[src/rtl/gb_dma_pkg.sv]
// Shared definitions for the sprite-attribute (OAM) DMA controller.
package gb_dma_pkg;

    typedef enum logic [1:0] {
        IDLE  = 2'd0,
        START = 2'd1,
        XFER  = 2'd2
    } dma_state_t;

    localparam logic [15:0] OAM_DMA_REG_ADDR = 16'hFF46;

    // Pages $E0-$FF are the echo of work RAM at $C0-$DF.
    localparam logic [7:0] ECHO_BASE_PAGE = 8'hE0;
    localparam logic [7:0] ECHO_OFFSET    = 8'h20;

    localparam int DEFAULT_XFER_LEN    = 160;
    localparam int DEFAULT_BYTE_PERIOD = 4;

    // Folds echo-RAM pages back onto the real work RAM page.
    function automatic logic [7:0] map_src_page(input logic [7:0] page);
        return (page >= ECHO_BASE_PAGE) ? (page - ECHO_OFFSET) : page;
    endfunction

endpackage

[src/rtl/oam_dma_ctrl.sv]
// OAM DMA controller: a write to $FF46 copies XFER_LEN bytes from
// {page,$00..} into OAM, one byte every BYTE_PERIOD clocks.
// Optional macro OAM_DMA_BUS_CONFLICT_EN drives cpu_block during the copy;
// without it cpu_block is tied low.
module oam_dma_ctrl
    import gb_dma_pkg::*;
#(
    parameter int BYTE_PERIOD = DEFAULT_BYTE_PERIOD,
    parameter int XFER_LEN    = DEFAULT_XFER_LEN
) (
    input  logic        clk,
    input  logic        reset,
    input  logic        cpu_sel,
    input  logic        cpu_wr,
    input  logic [7:0]  cpu_di,
    output logic [7:0]  cpu_do,
    output logic        dma_rd,
    output logic [15:0] dma_addr,
    input  logic [7:0]  dma_data,
    output logic        oam_wr,
    output logic [7:0]  oam_addr,
    output logic [7:0]  oam_data,
    output logic        active,
    output logic        cpu_block
);

    localparam logic [3:0] LAST_PHASE = 4'(BYTE_PERIOD - 1);
    localparam logic [7:0] LAST_BYTE  = 8'(XFER_LEN - 1);

    dma_state_t state, state_next;
    logic [3:0] phase, phase_next;
    logic [7:0] counter, counter_next;
    logic [7:0] page, page_next;
    logic       wr_prev;
    logic       active_q;
    logic       trigger;
    logic       write_en;
    logic [7:0] src_page;

    // A held CPU write strobe only starts one transfer.
    assign trigger  = cpu_sel & cpu_wr & ~wr_prev;
    assign src_page = map_src_page(page);

    // State, counters, latched page and the registered active flag.
    always_ff @(posedge clk) begin
        if (reset) begin
            state    <= IDLE;
            phase    <= 4'd0;
            counter  <= 8'd0;
            page     <= 8'hFF;
            wr_prev  <= 1'b0;
            active_q <= 1'b0;
        end else begin
            state    <= state_next;
            phase    <= phase_next;
            counter  <= counter_next;
            page     <= page_next;
            wr_prev  <= cpu_sel & cpu_wr;
            active_q <= (state_next != IDLE);
        end
    end

    // Sequencing: START delay, then one OAM write at the end of each byte period;
    // a new trigger restarts from START, letting only a final write complete.
    always_comb begin
        state_next   = state;
        phase_next   = phase;
        counter_next = counter;
        page_next    = page;
        write_en     = 1'b0;

        case (state)
            IDLE: begin
            end
            START: begin
                if (phase == LAST_PHASE) begin
                    state_next   = XFER;
                    phase_next   = 4'd0;
                    counter_next = 8'd0;
                end else begin
                    phase_next = phase + 4'd1;
                end
            end
            XFER: begin
                if (phase == LAST_PHASE) begin
                    write_en   = 1'b1;
                    phase_next = 4'd0;
                    if (counter == LAST_BYTE) begin
                        state_next   = IDLE;
                        counter_next = 8'd0;
                    end else begin
                        counter_next = counter + 8'd1;
                    end
                end else begin
                    phase_next = phase + 4'd1;
                end
            end
            default: begin
                state_next = IDLE;
            end
        endcase

        if (trigger) begin
            page_next    = cpu_di;
            state_next   = START;
            phase_next   = 4'd0;
            counter_next = 8'd0;
            write_en     = write_en & (counter == LAST_BYTE);
        end
    end

    assign dma_rd   = (state == XFER);
    assign dma_addr = dma_rd ? {src_page, counter} : 16'h0000;
    assign oam_wr   = write_en;
    assign oam_addr = write_en ? counter : 8'd0;
    assign oam_data = write_en ? dma_data : 8'd0;
    assign active   = active_q;
    assign cpu_do   = page;

`ifdef OAM_DMA_BUS_CONFLICT_EN
    assign cpu_block = (state == XFER);
`else
    assign cpu_block = 1'b0;
`endif

endmodule

[config.mk]
export PLATFORM = sky130hd
export DESIGN_NAME = oam_dma_ctrl
export DESIGN_NICKNAME = d
export VERILOG_FILES = /design/src/rtl/gb_dma_pkg.sv /design/src/rtl/oam_dma_ctrl.sv
export SDC_FILE = /design/constraint.sdc
export NUM_CORES = 1
export LEC_CHECK = 0
export BUFFER_PORTS_ARGS = -buffer_cell sky130_fd_sc_hd__buf_4
export CAP_MARGIN = 10
export CORE_MARGIN = 2
export CORE_UTILIZATION = 42
export DETAILED_ROUTE_END_ITERATION = 12
export PLACE_DENSITY = 0.74
export RECOVER_POWER = 25
export SLEW_MARGIN = 30
export SYNTH_ARGS = -nofsm -noshare
export SYNTH_HDL_FRONTEND = slang
export SYNTH_SLANG_ARGS = --single-unit
[constraint.sdc]
create_clock -name clk -period 1.81 [get_ports clk]
set_clock_uncertainty 0.15 [all_clocks]
set_input_delay 0.2715 -clock clk [delete_from_list [all_inputs] [get_ports clk]]
set_output_delay 0.2715 -clock clk [all_outputs]
set_load 0.03 [all_outputs]
==> reports/metrics.csv <==
metric;value;unit
Tmin final;2.16;ns
Final Hold Viols;0;
CP Launch Point;phase[1];
fraction of layout cells with a size suffix above 1;0.622;
routability cong.;0.796;
Synth Flop Type;dfxtp_1;
Worst setup SP type;flip-flop;
Detail Route Antenna Nets;0;
global route overflow;0;
crit path max fanout;17;
power density cells;443;nW/µm²
Worst Setup Path Type;reg2out;
critical path arrival;1.74;ns
row count;21;
Reg-to-Reg Start;phase[1];
Avg Inst Size Synth;7.90;µm²
CP cell instances;ha_4 > nor3b_4 > nand2_2 > nor2_4 > buf_12 > and2_2 > buf_6;
clk_lat worst skew;0.34;ns
IO buf count;62;
R2R Setup Slk;-0.19;ns
period utilization;1.19;
Crit-path slowest cell;dfxtp_2;
reg2reg end;counter[2];
sequential area share after synthesis;0.338;
# diodes;0;
synthesized flop and latch total;24;
TritonCTS clock tree;built;
maximum vdd drop;448;µV
yosys warns;0;
Max Buffers Root-to-Sink;2;
Reg2Reg Depth;7;
Post-Route WL;6330;µm
register clock-pin slew on the reported worst setup and hold paths;0.15;ns
Syn Nets;207;
crit end category;output pin;
DIE HEIGHT;62.2;µm
post-DP HPWL;2900;µm
worst hold path class;in2reg;
core area;3280;µm²
Clock Sinks;24;
vias;1878;
Fmax;464;MHz
run status;finished, violations left;
failing checks;setup timing;
Detailed Route Iter0 Violations;119;
total power;1.27;mW
Pins Over Slew Limit;0;
Critical Path Max Stage Delay;0.39;ns
ys async rst share;0;
die width;62.2;µm
setup_tns;-7.36;ns
first-pass GRT wire length;8090;µm
total CTS buffers;3;
area growth from synthesis to layout;102;%
largest net degree at the start of global routing;18;
Die ar.;3870;µm²
vias in the first global route;1720;
CTS H-tree lvls;1;
Root Driver;clkbuf_4;
cell count after synthesis;180;
RSZ-0062 raised after global routing;true;
IO Count;64;
Mapped Area;1420;µm²
router iterations before antenna repair;4;
number of synthesized flops with an enable pin;0;
routed len/inst;18.6;µm
vias per cell;5.52;
antenna violations before repair;0;
max cap viols;0;
post-synthesis cell type count;39;
Final #Nets;322;
Final setup violation count;40;
P_leak;1.28;nW
CP endpoint;oam_addr[3];
DR DRC count;0;
GR Util All Layers;0.257;
pre-CTS setup slack;-0.119;ns
initial core utilization;0.433;
critical path data required time;1.39;ns
fin worst setup slack;-0.347;ns
[placed cells by master, fill, tap and decap left out, types with 2 or more instances in the layout]
master and instances:
nor2_1 12, mux2i_1 2, buf_12 2, buf_4 67, nor2_4 2, dfxtp_1 16
dlygate4sd3_1 7, nand2_1 25, o21ai_0 7, xor2_1 2, nand3b_1 9, ha_4 6
clkbuf_4 4, a21oi_2 3, or3_4 3, inv_2 2, dfxtp_4 2, a21oi_1 7
inv_1 3, and2_4 25, buf_6 40, dfxtp_2 6, o21ai_4 2, and2_2 4
nand4_1 3
[sequential cells by signal (all words and copies together) (netlist names)]
name	count
state	2
wr_prev	1
counter	8
phase	4
active	1
cpu_do	8
[kinds of logic (layout without fill, tap and decap cells)]
kind of cell / after synthesis / in the layout / share of synthesized area
AOI/OAI and AO/OA: 30 / 31 / 0.131
xor gates and xnor gates: 3 / 3 / 0.0185
adders and majority gates: 7 / 7 / 0.0616
buffers and inverters: 15 / 128 / 0.0493
DFF: 24 / 24 / 0.338
muxes: 2 / 2 / 0.0141
other: 1 / 1 / 0.00264
and+or+nand+nor: 98 / 98 / 0.385
[worst min path at each step]
stage / slack (ns) / start / cells past startpoint / end
final: 0.02 / cpu_di[5] / 3 / cpu_do[5]
after global routing: 0.02 / cpu_di[5] / 3 / cpu_do[5]
after CTS: 0.005 / cpu_di[5] / 3 / cpu_do[5]
after detailed placement: 0.33 / cpu_do[1] / 2 / cpu_do[1]
after global placement: 0.32 / cpu_do[2] / 2 / cpu_do[2]
after floorplan: 0.19 / reset / 1 / active
[synthesized netlist by cell type, types with 2 or more instances]
master	number	area, µm²
inv_1	6	22.5
a31oi_1	2	12.5
clkbuf_1	5	18.8
xor2_1	3	26.3
nand2_1	27	101
o21ai_0	7	35.0
dfxtp_1	24	480
buf_2	2	10.0
a311oi_1	2	17.5
and4_1	2	17.5
or3_1	2	12.5
or3_2	2	15.0
nand4_1	3	18.8
ha_1	7	87.6
nand3b_1	9	67.6
and2_1	29	181
mux2i_1	2	20.0
a211oi_1	2	15.0
a21oi_1	11	55.1
nor2_1	14	52.6
[cell type report]
cell class              instances  area (µm²)
fillers                       148         409
clock buffers                   3        22.5
well taps                      46        57.6
repair buffers                118        1070
inverters                       6        26.3
multi-input cells             142        1170
clock inverters                 1        30.0
flip-flops and latches         24         495
[critical path, delay by kind of cell, from the launching register on]
family,cells,cell delay (ns)
fa+ha+maj,1,0.13
flops,1,0.39
buf+inv,2,0.27
simple gates,4,0.61
[stage by stage]
step                hold WS [ns]  cell area, µm²  utilization  std cells
floorplan                  0.194            1560            -        180
global placement           0.321            2270        0.693        314
detailed placement         0.328            2270        0.693        314
CTS                      0.00463            2760        0.842        336
global route              0.0239            2880        0.875        340
finish                    0.0209            2880        0.875        340
[timing repair]
action                                  CTS  global route
cloned                                    1             0
endpoints found under the setup margin   37            41
endpoints found under the hold margin     7             0
gates resized for setup                  76            17
setup buffers                            11             9
pin swaps                                21            12
hold buffers                              7             0
[metal layers]
metal  up-vias  global-route usage  wire length, µm  share of wire
met4         0              0.0667              224          0.035
met2       108               0.467             3200           0.50
met1       904               0.313             2530           0.40
met3        26              0.0453              381          0.060
met5         -                   0                0              0
li1        840                   -                -              -
[power breakdown]
group / internal, mW / leakage [nW] / switching, mW / total, mW
Combinational: 0.141 / 1.05 / 0.152 / 0.294
Sequential: 0.547 / 0.198 / 0.0187 / 0.566
Clock: 0.224 / 0.0279 / 0.190 / 0.414
Total: 0.913 / 1.28 / 0.361 / 1.27
Note: power is estimated with default switching activity, not from simulation.
